[src/rtl/vga_timing_gen.sv]
`default_nettype none
// ============================================================================
// Module   : vga_timing_gen
// Purpose  : Raster timing generator. It has a pixel-rate divider and registered
//            sync, blanking and coordinate decode, plus one-clock event strobes.
// Revision : 1.0  initial release
// ============================================================================
module vga_timing_gen #(
   parameter int   DIV      = 4,
   parameter int   H_SYNC   = 96,
   parameter int   H_BACK   = 48,
   parameter int   H_ACTIVE = 640,
   parameter int   H_FRONT  = 16,
   parameter int   V_SYNC   = 2,
   parameter int   V_BACK   = 33,
   parameter int   V_ACTIVE = 480,
   parameter int   V_FRONT  = 10,
   parameter logic HS_POL   = 1'b0,
   parameter logic VS_POL   = 1'b0,
   parameter int   W        = 10
) (
   input  logic         clk,
   input  logic         rst,
   input  logic         enable,
   input  logic [W-1:0] irq_line,
   output logic         pix_ce,
   output logic         hs,
   output logic         vs,
   output logic         draw,
   output logic [W-1:0] pix,
   output logic [W-1:0] line,
   output logic         line_start,
   output logic         frame_start,
   output logic         line_irq
);

   localparam int H_TOTAL = H_SYNC + H_BACK + H_ACTIVE + H_FRONT;
   localparam int V_TOTAL = V_SYNC + V_BACK + V_ACTIVE + V_FRONT;
   localparam int HA0     = H_SYNC + H_BACK;
   localparam int VA0     = V_SYNC + V_BACK;
   localparam int DW      = (DIV > 1) ? $clog2(DIV) : 1;

   localparam logic [DW-1:0] DIV_LAST = DW'(DIV - 1);
   localparam logic [W-1:0]  H_LAST   = W'(H_TOTAL - 1);
   localparam logic [W-1:0]  V_LAST   = W'(V_TOTAL - 1);

   // Decode limits are one bit wider so an active end equal to 2**W cannot alias to 0.
   localparam logic [W:0] H_SYNC_E   = (W+1)'(H_SYNC);
   localparam logic [W:0] V_SYNC_E   = (W+1)'(V_SYNC);
   localparam logic [W:0] HA0_E      = (W+1)'(HA0);
   localparam logic [W:0] VA0_E      = (W+1)'(VA0);
   localparam logic [W:0] HA_END_E   = (W+1)'(HA0 + H_ACTIVE);
   localparam logic [W:0] VA_END_E   = (W+1)'(VA0 + V_ACTIVE);
   localparam logic [W:0] V_ACTIVE_E = (W+1)'(V_ACTIVE);

   logic [DW-1:0] div_cnt_q, div_cnt_d;
   logic [W-1:0]  h_cnt_q, h_cnt_d;
   logic [W-1:0]  v_cnt_q, v_cnt_d;
   logic          tick;

   logic          pix_ce_q, pix_ce_d;
   logic          hs_q, hs_d;
   logic          vs_q, vs_d;
   logic          draw_q, draw_d;
   logic [W-1:0]  pix_q, pix_d;
   logic [W-1:0]  line_q, line_d;
   logic          line_start_q, line_start_d;
   logic          frame_start_q, frame_start_d;
   logic          line_irq_q, line_irq_d;

   logic [W:0]    h_e, v_e, irq_e;
   logic          h_act, v_act;

   assign h_e   = {1'b0, h_cnt_q};
   assign v_e   = {1'b0, v_cnt_q};
   assign irq_e = {1'b0, irq_line};

   always_comb begin
      div_cnt_d = div_cnt_q;
      h_cnt_d   = h_cnt_q;
      v_cnt_d   = v_cnt_q;
      tick      = enable && (div_cnt_q == DIV_LAST);
      if (enable) begin
         div_cnt_d = tick ? '0 : div_cnt_q + 1'b1;
      end
      if (tick) begin
         if (h_cnt_q == H_LAST) begin
            h_cnt_d = '0;
            v_cnt_d = (v_cnt_q == V_LAST) ? '0 : v_cnt_q + 1'b1;
         end else begin
            h_cnt_d = h_cnt_q + 1'b1;
         end
      end
   end

   // Output decode follows the counters every cycle; the strobes mark the final
   // clock of the current position, which is the tick that advances it.
   always_comb begin
      h_act         = (h_e >= HA0_E) && (h_e < HA_END_E);
      v_act         = (v_e >= VA0_E) && (v_e < VA_END_E);
      draw_d        = h_act && v_act;
      hs_d          = (h_e < H_SYNC_E) ? HS_POL : ~HS_POL;
      vs_d          = (v_e < V_SYNC_E) ? VS_POL : ~VS_POL;
      pix_d         = '0;
      line_d        = '0;
      if (draw_d) begin
         pix_d  = W'(h_e - HA0_E);
         line_d = W'(v_e - VA0_E);
      end
      pix_ce_d      = tick;
      line_start_d  = tick && (h_cnt_q == '0);
      frame_start_d = line_start_d && (v_cnt_q == '0);
      line_irq_d    = line_start_d && (irq_e < V_ACTIVE_E) && (v_e == VA0_E + irq_e);
   end

   always_ff @(posedge clk or posedge rst) begin
      if (rst) begin
         div_cnt_q     <= '0;
         h_cnt_q       <= '0;
         v_cnt_q       <= '0;
         pix_ce_q      <= 1'b0;
         hs_q          <= ~HS_POL;
         vs_q          <= ~VS_POL;
         draw_q        <= 1'b0;
         pix_q         <= '0;
         line_q        <= '0;
         line_start_q  <= 1'b0;
         frame_start_q <= 1'b0;
         line_irq_q    <= 1'b0;
      end else begin
         div_cnt_q     <= div_cnt_d;
         h_cnt_q       <= h_cnt_d;
         v_cnt_q       <= v_cnt_d;
         pix_ce_q      <= pix_ce_d;
         hs_q          <= hs_d;
         vs_q          <= vs_d;
         draw_q        <= draw_d;
         pix_q         <= pix_d;
         line_q        <= line_d;
         line_start_q  <= line_start_d;
         frame_start_q <= frame_start_d;
         line_irq_q    <= line_irq_d;
      end
   end

   assign pix_ce      = pix_ce_q;
   assign hs          = hs_q;
   assign vs          = vs_q;
   assign draw        = draw_q;
   assign pix         = pix_q;
   assign line        = line_q;
   assign line_start  = line_start_q;
   assign frame_start = frame_start_q;
   assign line_irq    = line_irq_q;

endmodule
`default_nettype wire

[config.mk]
export PLATFORM = sky130hd
export DESIGN_NAME = vga_timing_gen
export DESIGN_NICKNAME = d
export VERILOG_FILES = /design/src/rtl/vga_timing_gen.sv
export SDC_FILE = /design/constraint.sdc
export NUM_CORES = 1
export LEC_CHECK = 0
export BUFFER_PORTS_ARGS = -buffer_cell sky130_fd_sc_hd__buf_2
export CORE_UTILIZATION = 61
export DETAILED_ROUTE_END_ITERATION = 16
export PLACE_DENSITY_LB_ADDON = 0.3
export SYNTH_ARGS = -nofsm -noshare
export SYNTH_HDL_FRONTEND = slang
export SYNTH_SLANG_ARGS = --single-unit
[constraint.sdc]
create_clock -name clk -period 4.16 [get_ports clk]
set_clock_uncertainty 0.2 [all_clocks]
set_input_delay 0.832 -clock clk [delete_from_list [all_inputs] [get_ports clk]]
set_output_delay 0.832 -clock clk [all_outputs]
set_load 0.01 [all_outputs]
# ---- Yosys cells after proc, flatten, opt, wreduce, memory -nomap -nowiden
# Index checks and enable logic that the tools add are counted.
dict set report word_totals {
  register_bits 49
  word_cells 47
}
dict set report op_classes {
  addsub 6
  n_lt_le_gt_ge 7
  eq_ne 4
  mux 7
  n_reduce_logical 11
}
# cell n
set ops {}
lappend ops {{10-bit 2-to-1 mux} 4}
lappend ops {{10-bit by 1-bit adder with 10-bit output, second input constant} 2}
lappend ops {{10-bit equality test, second input constant} 2}
lappend ops {{10-bit zero test} 2}
lappend ops {{10-bit < comparator, second input constant} 2}
lappend ops {{6-bit by 10-bit adder with 11-bit output, first input constant} 1}
lappend ops {{10-bit by 11-bit equality test with 1-bit output} 1}
lappend ops {{10-bit by 6-bit >= comparator with 1-bit output, second input constant} 1}
lappend ops {{10-bit by 8-bit >= comparator with 1-bit output, second input constant} 1}
lappend ops {{10-bit by 2-bit < comparator with 1-bit output, second input constant} 1}
lappend ops {{10-bit by 7-bit < comparator with 1-bit output, second input constant} 1}
lappend ops {{10-bit by 9-bit < comparator with 1-bit output, second input constant} 1}
lappend ops {{10-bit by 6-bit subtractor with 10-bit output, second input constant} 1}
lappend ops {{10-bit by 8-bit subtractor with 10-bit output, second input constant} 1}
lappend ops {{1-bit logical AND} 8}
lappend ops {{2-bit by 1-bit adder with 2-bit output, second input constant} 1}
lappend ops {{2-bit equality test, second input constant} 1}
lappend ops {{1-bit 2-to-1 mux} 2}
lappend ops {{2-bit 2-to-1 mux} 1}
lappend ops {{2-bit AND reduction} 1}

# ---- Longest topological paths before layout
dict set report depth {
  word_depth 5
  mapped_depth 8
  depth_no_buf 7
}

# ---- Least setup slack after synthesis
# Ideal clock, no wire load.
dict set report synth_path {
  path_type {input port to flip-flop}
  start {input irq_line[0]}
  end {register line_irq_q (netlist: line_irq)}
  setup_ns 0.111
  arrival_time_ns 2.057
  slack_ns 1.791
  path_stages 6
  path_buffers 0
  cell_sequence {inv_1 -> ha_1 -> o21bai_4 -> o21ba_2 -> a221o_1 -> a2111oi_2}
}
dict set report synth_via {
  elab_chain_len 3
}
# item line
set synth_rtl {}
lappend synth_rtl {{from (decl)} 25} ;# input logic [W-1:0] irq_line,
lappend synth_rtl {{6-bit by 10-bit adder with 11-bit output / 10-bit by 9-bit < comparator with 1-bit output (equally long branches)} 113} ;# line_irq_d = line_start_d && (irq_e < V_ACTIVE_E) && (v_e == VA0_E + irq_e);
lappend synth_rtl {{10-bit by 11-bit equality test with 1-bit output / 1-bit logical AND (equally long branches)} 113}
lappend synth_rtl {{1-bit logical AND (*)} 113}
lappend synth_rtl {{named net line_irq_d} 69} ;# logic line_irq_q, line_irq_d;
lappend synth_rtl {{to (signal assigned)} 142} ;# line_irq_q <= line_irq_d;
lappend synth_rtl {{to (decl)} 69}
# Mark *: on every way through the listed nets, which the timed path passes. The rest lies on a longest branch.
# A chain may end at the register's enable or synchronous reset.

# ---- Worst setup path after layout
dict set report layout_path {
  start {register v_cnt_q[0]}
  end {register line_q[6] (netlist: line[6])}
}
dict set report layout_via {
  elab_chain_len 4
}
# item line
set layout_rtl {}
lappend layout_rtl {{from (decl)} 58} ;# logic [W-1:0] v_cnt_q, v_cnt_d;
lappend layout_rtl {{from (signal assigned)} 133} ;# v_cnt_q <= v_cnt_d;
lappend layout_rtl {{10-bit by 6-bit >= comparator with 1-bit output / 10-bit < comparator (equally long branches)} 100} ;# v_act = (v_e >= VA0_E) && (v_e < VA_END_E);
lappend layout_rtl {{1-bit logical AND} 100}
lappend layout_rtl {{1-bit logical AND} 101} ;# draw_d = h_act && v_act;
lappend layout_rtl {{10-bit 2-to-1 mux (*)} 106} ;# if (draw_d) begin
lappend layout_rtl {{named net line_d[6]} 66} ;# logic [W-1:0] line_q, line_d;
lappend layout_rtl {{to (signal assigned)} 139} ;# line_q <= line_d;
lappend layout_rtl {{to (decl)} 66}
# Marked as above.

==> results.tsv <==
metric	value	unit
Vias/cell	5.70	
CTS Buf Count	5	
hold endpoint	div_cnt_q[0]$_DFFE_PP0P_	
RSZ-0062 raised after global routing	false	
sequential element share of the synthesized area	46.3	%
Setup TNS Final	0	ns
Clock Latency Late Sink	0.31	ns
CTS tree	done	
DR DRC count	0	
CORE AREA	4090	sq um
Critical Path Fanout Max	21	
Yosys Warn Count	0	
ys flop type	dfrtp_1	
CP dominant cell by count	a21oi_1	
ratio of cells with drive above 1 in the final layout	20.4	%
final count of hold timing violations	0	
CTS sink count	49	
Area growth, synth to finish	9.57	%
final setup violation count	0	
Yosys reg bits	49	
M1 GR Usage	33.4	%
kind of start point of the critical path	flip-flop	
clock period minus worst slack	2.60	ns
IO buf count	39	
GR peak layer	met2	
worst path cell trace	ha_1 > o41ai_2 > a21oi_1 > a21oi_1 > a211o_1 > nor2_1	
initial antenna violation count	0	
Post-synth EDFFs	0	
starting DRC count in detailed routing	123	
final number of max-transition violations	0	
Post-CTS Resized	0	
top cells by area, synth	dfrtp_1, xnor2_1, ha_1	
Max Cap Viol	0	
syn_area_per_cell	9.69	sq um
Net Count, Synth	297	
number of placed I/O pins	40	
HPWL Detailed	3.55	mm
commonest non-fill, non-tap cell in the layout	dfrtp_1	
htree depth	2	
RR Endpoint	line[6]$_DFF_PP0_	
DR pass1 iterations	4	
worst path required time	4.11	ns
pin count of the biggest net entering global routing	50	
vias in the first global route	1780	
vias	2018	
Final nets	326	
Initial Util	64.9	%
CTS Root Buffer Type	clkbuf_8	
Setup WS pre-CTS	1.59	ns
Total Wirelength	5.19	mm
diode count	0	
endpoint class of the critical path	flip-flop	
most frequent cells in the layout	dfrtp_1, buf_2, nor2_1	
maximum clock path buffer count	2	
Clk pin slew, worst setup/hold paths	0.09	ns
Max Freq	0.385	GHz
Hold Path Class	reg2reg	
Reg2Reg Depth	6	
gr ovfl total	0	
Synth top area share	44.3	%
Hold Buf Count CTS	0	
placed cell area	2820	sq um
Die Y-Extent	68.0	um
final design instance area without fill	2910	sq um
power per cell area	347	nW/um^2
grt met3 use	6.50	%
LEAKAGE	1.41	nW
Final Cycle Share	62.4	%
Cells after Synth	274	
R2R Path Start	v_cnt_q[0]$_DFFE_PP0P_	
R2R setup slack	1.56	ns
DIE AREA	4620	sq um
Peak VDD IR	0.279	mV
RD Place Congestion	0.807	
synth unique cells	54	
Row Count	23	
post-synthesis cell area	2650	sq um
Worst-Margin Slew	0.975	ns
Total GRT Usage	24.5	%
Overall Power	1.01	mW
relative slew slack	34.9	%
Routed Antenna Nets	0	
status	completed	
WL per Instance	14.7	um
Setup WS post-layout	1.56	ns
Hold Path Origin	div_cnt_q[0]$_DFFE_PP0P_	
CP peak stage delay	0.58	ns
slowest stage cell, crit path	a211o_1	
post-synth top area cell	dfrtp_1	
Post-CTS Setup Bufs	0	
Core Util, Final	71.2	%
fillers	321	
ys async rst share	100	%
crit path DAT	2.55	ns
Die X	68.0	um
global-route wire length before repair	8.22	mm
Setup CP Type	reg2reg	
GRT met2 Usage	36.4	%
worst hold stages	1	
==> cells by family after synthesis <==
group | share of synthesized area (%)
and+or+nand+nor | 20.7
adders and majority gates | 4.71
xor gates and xnor gates | 8.58
muxes | 0.801
DFF | 46.3
AOI/OAI and AO/OA | 13.4
buffers and inverters | 5.47
==> cell type report <==
cell class / instances / area (sq um) / area share [%]
clock buffer: 7 / 76.3 / 2.62
clock inverter: 1 / 8.76 / 0.301
inverter: 15 / 56.3 / 1.94
multi-input combinational: 193 / 1280 / 44.0
sequential: 49 / 1230 / 42.3
tap: 50 / 62.6 / 2.15
timing repair buffer: 39 / 195 / 6.71
==> cell usage after synthesis (2+ instances only) <==
| cell | instances |
|---|---|
| a21oi_1 | 9 |
| or2_2 | 2 |
| buf_2 | 8 |
| dfstp_2 | 2 |
| buf_6 | 2 |
| clkbuf_1 | 6 |
| nor3_1 | 3 |
| nor2b_1 | 4 |
| a211oi_1 | 2 |
| and4_1 | 2 |
| o31ai_1 | 3 |
| o21ai_0 | 16 |
| or3_1 | 2 |
| nand2_1 | 19 |
| and3_1 | 5 |
| xor2_1 | 6 |
| ha_1 | 10 |
| nor2_1 | 31 |
| xnor2_1 | 20 |
| a31oi_1 | 5 |
| dfrtp_1 | 47 |
| nor4_1 | 5 |
| nand3b_1 | 2 |
| nand2b_1 | 2 |
| nand4_1 | 5 |
| nand3_1 | 12 |
| o21ai_1 | 3 |
| inv_1 | 15 |
==> how the worst max path moves through the flow <==
stage                                      start                 end
after floorplan                      irq_line[0]  line_irq$_DFF_PP0_
after global placement               irq_line[0]  line_irq$_DFF_PP0_
after detailed placement             irq_line[0]  line_irq$_DFF_PP0_
after CTS                 v_cnt_q[0]$_DFFE_PP0P_   line[6]$_DFF_PP0_
after global routing      v_cnt_q[0]$_DFFE_PP0P_   line[6]$_DFF_PP0_
final                     v_cnt_q[0]$_DFFE_PP0P_   line[6]$_DFF_PP0_
==> critical path, delay by kind of cell (launching register included) <==
kind | cells | cell delay, ns
AO/OA/AOI/OAI | 4 | 1.25
flip-flops | 1 | 0.50
adder cells (fa/ha/maj) | 1 | 0.36
AND/OR/NAND/NOR | 1 | 0.14
==> routing by layer <==
| metal | part of all wire [%] | vias up |
|---|---|---|
| met1 | 48 | 931 |
| met2 | 44 | 71 |
| met4 | 1.9 | 0 |
| met3 | 6.3 | 13 |
| li1 | - | 1003 |
| met5 | 0 | - |
==> state kept, by name, indices dropped and copies added, names as in the netlist <==
| register | cells |
|---|---|
| line_irq | 1 |
| vs | 1 |
| h_cnt_q | 10 |
| pix | 10 |
| line | 10 |
| frame_start | 1 |
| v_cnt_q | 10 |
| hs | 1 |
| draw | 1 |
| div_cnt_q | 2 |
| line_start | 1 |
| pix_ce | 1 |
==> power breakdown <==
| part | total [mW] | internal (mW) | leakage, nW | switching (mW) |
|---|---|---|---|---|
| clock | 0.275 | 0.120 | 0.0424 | 0.155 |
| sequential | 0.556 | 0.515 | 0.649 | 0.0416 |
| combinational | 0.179 | 0.0736 | 0.717 | 0.105 |
| total | 1.01 | 0.709 | 1.41 | 0.301 |
==> through the flow <==
stage          std cells  hold slack (ns)
6_report             354            0.298
5_1_grt              354            0.345
4_1_cts              354            0.305
3_5_place_dp         346            0.293
3_3_place_gp         346            0.273
2_1_floorplan        274            0.257
No activity file was read; power rests on OpenSTA's default activity.
